## src/rtl/wb_seq_pkg.sv

```systemverilog
// Shared types and constants for the writeback sequencer.
package wb_seq_pkg;

  // Sequencer states; encoding is fixed so debug probes read stable values.
  typedef enum logic [1:0] {
    IDLE  = 2'd0,
    MEM   = 2'd1,
    WB    = 2'd2,
    FAULT = 2'd3
  } state_t;

  // Writeback mux select values.
  localparam logic SEL_ALU = 1'b0;
  localparam logic SEL_MEM = 1'b1;

  // Width needed to count up to the timeout value; never less than one bit,
  // so a disabled timeout (0) still yields a legal vector.
  function automatic int cnt_width(input int timeout);
    return (timeout < 1) ? 1 : $clog2(timeout + 1);
  endfunction

endpackage

```

## src/rtl/wb_seq_ctrl.sv

```systemverilog
// Writeback sequencer: accepts one instruction at a time, runs the memory
// read handshake for loads, then issues a single-cycle register-file write.
// Every output is a register or a pure decode of the state register.
module wb_seq_ctrl
  import wb_seq_pkg::*;
#(
  parameter int DATA_W      = 16,
  parameter int RADDR_W     = 3,
  parameter int MEM_TIMEOUT = 15
) (
  input  logic               clk,
  input  logic               rst_n,
  input  logic               instr_valid,
  output logic               instr_ready,
  input  logic               is_load,
  input  logic               wr_req,
  input  logic [RADDR_W-1:0] rd_addr,
  output logic               mem_rd_req,
  input  logic               mem_rd_ack,
  input  logic [DATA_W-1:0]  mem_rdata,
  output logic [DATA_W-1:0]  mem_data_q,
  output logic               alu_out_select,
  output logic               rf_we,
  output logic [RADDR_W-1:0] rf_waddr,
  output logic               stall,
  output logic               mem_fault,
  input  logic               fault_clr
);

  localparam int               CNT_W       = cnt_width(MEM_TIMEOUT);
  localparam logic [CNT_W-1:0] TIMEOUT_VAL = CNT_W'(MEM_TIMEOUT);
  localparam logic             TIMEOUT_EN  = (MEM_TIMEOUT != 0);

  state_t             state_reg, state_next;
  logic               sel_q, we_q;
  logic [CNT_W-1:0]   cnt_reg;
  logic               alu_sel_reg;
  logic [DATA_W-1:0]  data_reg;
  logic [RADDR_W-1:0] waddr_reg;
  logic               accept;
  logic               timed_out;

  assign accept    = (state_reg == IDLE) && instr_valid;
  // An ack at the boundary cycle takes priority because it is checked first below.
  assign timed_out = TIMEOUT_EN && (cnt_reg == TIMEOUT_VAL);

  // Next-state decode; ack is tested before the timeout so it wins a tie.
  always_comb begin
    state_next = state_reg;
    case (state_reg)
      IDLE:    if (instr_valid) state_next = is_load ? MEM : WB;
      MEM: begin
        if (mem_rd_ack)     state_next = WB;
        else if (timed_out) state_next = FAULT;
      end
      WB:      state_next = IDLE;
      FAULT:   if (fault_clr) state_next = IDLE;
      default: state_next = IDLE;
    endcase
  end

  // State register.
  always_ff @(posedge clk or negedge rst_n) begin
    if (!rst_n) state_reg <= IDLE;
    else        state_reg <= state_next;
  end

  // Latch the instruction attributes at acceptance; they are not resampled later.
  always_ff @(posedge clk or negedge rst_n) begin
    if (!rst_n) begin
      sel_q     <= SEL_ALU;
      we_q      <= 1'b0;
      waddr_reg <= '0;
    end else if (accept) begin
      sel_q     <= is_load;
      we_q      <= wr_req;
      waddr_reg <= rd_addr;
    end
  end

  // Wait counter: counts MEM cycles, held at zero everywhere else.
  always_ff @(posedge clk or negedge rst_n) begin
    if (!rst_n)                 cnt_reg <= '0;
    else if (state_reg == MEM)  cnt_reg <= cnt_reg + CNT_W'(1);
    else                        cnt_reg <= '0;
  end

  // Capture load data on ack; held until the next ack.
  always_ff @(posedge clk or negedge rst_n) begin
    if (!rst_n)                               data_reg <= '0;
    else if (state_reg == MEM && mem_rd_ack)  data_reg <= mem_rdata;
  end

  // Mux select is loaded on entry to WB and then held for later debug reads.
  // From IDLE the fresh is_load is used because sel_q updates on the same edge.
  always_ff @(posedge clk or negedge rst_n) begin
    if (!rst_n)                 alu_sel_reg <= SEL_ALU;
    else if (state_next == WB)  alu_sel_reg <= (state_reg == IDLE) ? is_load : sel_q;
  end

  assign instr_ready    = (state_reg == IDLE);
  assign stall          = ~instr_ready;
  assign mem_rd_req     = (state_reg == MEM);
  assign rf_we          = (state_reg == WB) && we_q;
  assign mem_fault      = (state_reg == FAULT);
  assign rf_waddr       = waddr_reg;
  assign mem_data_q     = data_reg;
  assign alu_out_select = alu_sel_reg;

endmodule

```

## config.mk

```make
export PLATFORM = sky130hd
export DESIGN_NAME = wb_seq_ctrl
export DESIGN_NICKNAME = d
export VERILOG_FILES = /design/src/rtl/wb_seq_pkg.sv /design/src/rtl/wb_seq_ctrl.sv
export SDC_FILE = /design/constraint.sdc
export NUM_CORES = 1
export LEC_CHECK = 0
export CORE_MARGIN = 1.5
export CORE_UTILIZATION = 42
export CTS_CLUSTER_DIAMETER = 200
export DETAILED_ROUTE_END_ITERATION = 12
export PLACE_DENSITY = 0.76
export REMOVE_ABC_BUFFERS = 1
export SLEW_MARGIN = 20
export SYNTH_ARGS = -nofsm -noshare
export SYNTH_HDL_FRONTEND = slang
export SYNTH_SLANG_ARGS = --single-unit
```

## constraint.sdc

```tcl
create_clock -name clk -period 1.7 [get_ports clk]
set_clock_uncertainty 0.05 [all_clocks]
set_input_delay 0.34 -clock clk [delete_from_list [all_inputs] [get_ports clk]]
set_output_delay 0.34 -clock clk [all_outputs]
set_load 0.01 [all_outputs]
```

==> results.md <==
* Result of the run: complete, no violations
* Maximum number of pins on one net before global-route repair at 29
* Share of the yosys chip area belonging to registers at 56.97%
* Highest clock frequency the design can meet at 0.6045 GHz
* Cts bufs inserted at 3
* Nets at 169
* Total of buffers placed on input and output ports at 50
* Cell at the root of the clock tree: clkbuf_4
* Proportion of power drawn by flip-flops and latches at 36.5%
* Worst Tran Pin Value at 0.3416 ns
* Tot Pwr at 0.003178 W
* Count of antenna diodes in the layout at 0
* Die width at 57.12 um
* Register-to-Register Setup Slack at 0.05 ns
* Final number of setup-violating endpoints at 0
* Post-synth design cell area at 1230 um2
* Clock share of power at 13.1%
* Number of antenna violations at the first check in global routing at 0
* Minimum clock period at 1.654 ns
* CP top delay family: flip-flops
* Synth unique cells at 26
* Post-synthesis compound-gate area fraction at 3.154%
* Delay of the slowest cell on the worst path at 0.47 ns
* Share of flip-flops with an asynchronous set or reset at 100.0%
* Count of clock tree sinks at 28
* Max IR drop VDD at 1150 uV
* CP Cell Sequence: buf_4 -> nand2b_4 -> clkinv_2 -> buf_6
* Commonest cells after routing, fill and taps aside: 41 x clkdlybuf4s50_1, 26 x dfrtp_1, 11 x mux2_2
* Total internal power at 0.002226 W
* Area fraction in and, or, nand and nor cells after synthesis at 9.563%
* Pwr dens at 1709 nW/um2
* DR vias at 851
* Number of hold-slack violations in the final timing report at 0
* Switching power of the nets at 0.0009517 W
* Core outline area at 2758 um2
* Remaining design rule violation count at 0
* Routed vias/inst at 4.948
* Synth Area per Inst at 15.18 um2
* First-iteration detailed-routing DRC count at 17
* Slowest CP cell: dfrtp_2
* Floorplan row count at 19
* Router iterations before antenna repair at 4
* Maximum buffer depth of the clock tree at 2
* Global-route track usage on met1 at 18.63%
* Leading cell type in the layout, fill and taps excluded: clkdlybuf4s50_1
* Proportion of layout cells with a drive suffix above 1 at 30.50%
* Wire length per cell at 14.26 um
* Crit path buffers/inverters at 3
* Leading register cell type out of synthesis: dfrtp_1
* Final std cell area, no fill at 1859 um2
* Post-detailed-placement half-perimeter wirelength at 1.888 mm
* Initial core utilization at 44.60%
* Post-route non-filler standard cell count at 172
* Die H at 57.12 um
* Class of the tightest hold or removal check: in2async
* Remaining max-slew budget at the tightest pin at 77.23%
* Switching share of total power at 29.95%
* Final-report max-slew violation count at 0
* Largest family of logic cells by synthesized area: multiplexers
* Setup TNS at 0 ns
* TritonCTS clock tree: yes
* Clock latency on the worst-skew pair at 0.31 ns
* Count of maximum capacitance violations at 0
* Flip-flop count of the largest register, all copies and words added at 16
* Post-layout utilization of the core at 67.42%
* Reg2reg path depth at 5
* GR Util met2 at 25.62%
* Met3 routing resource usage after global routing at 6.576%
* Synth Area in XOR/XNOR at 1.424%
* WP data required at 1.31 ns
* Routability Congestion at 0.7554
* Element type at the critical path start: flip-flop
* H-tree Lvls at 1
* Multiplexer share of the synthesized area at 23.09%
* Cell depth of the worst setup path at 4
* Leakage dissipation at 0.9075 nW
* Largest fanout on the critical path at 4
* GRT overflow at 0
* Part of the cycle the worst path needs at 97.30%
* Post-detailed-routing wire length at 2.452 mm
* Number of placed I/O pins at 51
* Relative contribution of combinational cells to total power at 50.3%
* Clock-pin slew of the registers on the worst-case setup and hold paths at 0.14 ns
* Number of cells in the design after placement at 165
* Layout Area Growth over Synthesis at 51.17%
* Overall track demand over capacity in global routing at 15.59%
* Gate count of the mapped netlist at 81
* Synthesis Warnings at 0
* Post-Synth Adder-Cell Area at 1.017%
* Count of antenna-violating nets left after detailed routing at 0
* Wire length of the first global-routing pass at 3.884 mm
* Via count of the first global-routing pass at 927
* Class of the most critical setup path: reg2out
* Data arrival time at the worst-slack endpoint at 1.26 ns
* Unrepaired setup endpoints after global routing: yes
* Hold buffer count at CTS at 0
* Number of synthesized register bits at 28
* Area after DPL at 1772 um2
* Crit path capture type: output pin
* Total die area at 3262 um2
* Number of synthesized flops with an enable pin at 0
* Number of fillers in the final layout at 221
* Most heavily used metal layer in global routing: met2
==> synthesized netlist by cell type, types with 2 or more instances <==
cell type	n	area, um2
dfrtp_1	28	700.7
mux2_2	11	123.9
mux2_4	10	150.1
nor2_1	4	15.01
inv_1	3	11.26
and2_1	2	12.51
and3b_1	2	17.52
buf_6	2	22.52
o31ai_1	2	15.01
==> metrics by stage <==
step | hold WS (ns) | setup slack [ns]
2_1_floorplan | -0.005591 | 0.2243
3_3_place_gp | 0.3932 | 0.003274
3_5_place_dp | 0.3993 | -0.02811
4_1_cts | 0.3334 | 0.02638
5_1_grt | 0.3358 | -0.002787
6_report | 0.3284 | 0.04585
==> what timing repair did <==
action / CTS / global route
resized for setup: 14 / 6
gates cloned: 0 / 0
setup endpoints to repair: 5 / 6
buffers inserted: 3 / 0
==> worst paths after layout <==
| kind | end | start |
|---|---|---|
| hold reg to reg | cnt_reg[0] | cnt_reg[0] |
| hold / removal | cnt_reg[2] | rst_n |
| setup reg to reg | sel_q | state_reg[1] |
| setup / recovery | mem_rd_req | state_reg[1] |
| max in group asynchronous | state_reg[0] | rst_n |
| min in group clk | cnt_reg[0] | cnt_reg[0] |
==> power by group through the flow <==
stage | Clock [W] | Combinational, W | Sequential [W]
6_report | 0.000417 | 0.00160 | 0.00116
5_1_grt | 0.000458 | 0.00170 | 0.00120
4_1_cts | 0.000432 | 0.00161 | 0.00116
3_5_place_dp | 0 | 0.00158 | 0.00118
3_3_place_gp | 0 | 0.00154 | 0.00115
2_1_floorplan | 0 | 0.000611 | 0.00128
==> cell type report <==
cell class / count / area (um2) / area share (%)
Clock buffer: 3 / 22.52 / 1.211
Timing Repair Buffer: 59 / 570.5 / 30.69
Inverter: 4 / 16.27 / 0.8748
Tap cell: 31 / 38.79 / 2.086
Clock inverter: 1 / 30.03 / 1.615
Sequential cell: 28 / 703.2 / 37.82
Multi-Input combinational cell: 46 / 478.0 / 25.71
==> metal layers <==
layer | wire length [um] | vias to the layer above | share of wire (%)
li1 | - | 398 | -
met1 | 1000 | 411 | 41
met2 | 1182 | 40 | 48
met3 | 252 | 2 | 10
met4 | 17 | 0 | 0.69
met5 | 0 | - | 0
==> logic make-up (layout without fill, tap and decap cells) <==
logic type,count (synthesis),count (layout)
mux,22,22
simple gates,16,16
fa+ha+maj,1,1
compound gates,5,5
flops,28,28
buf+inv,7,67
xor+xnor,2,2
No activity file was read; power rests on OpenSTA's default activity.
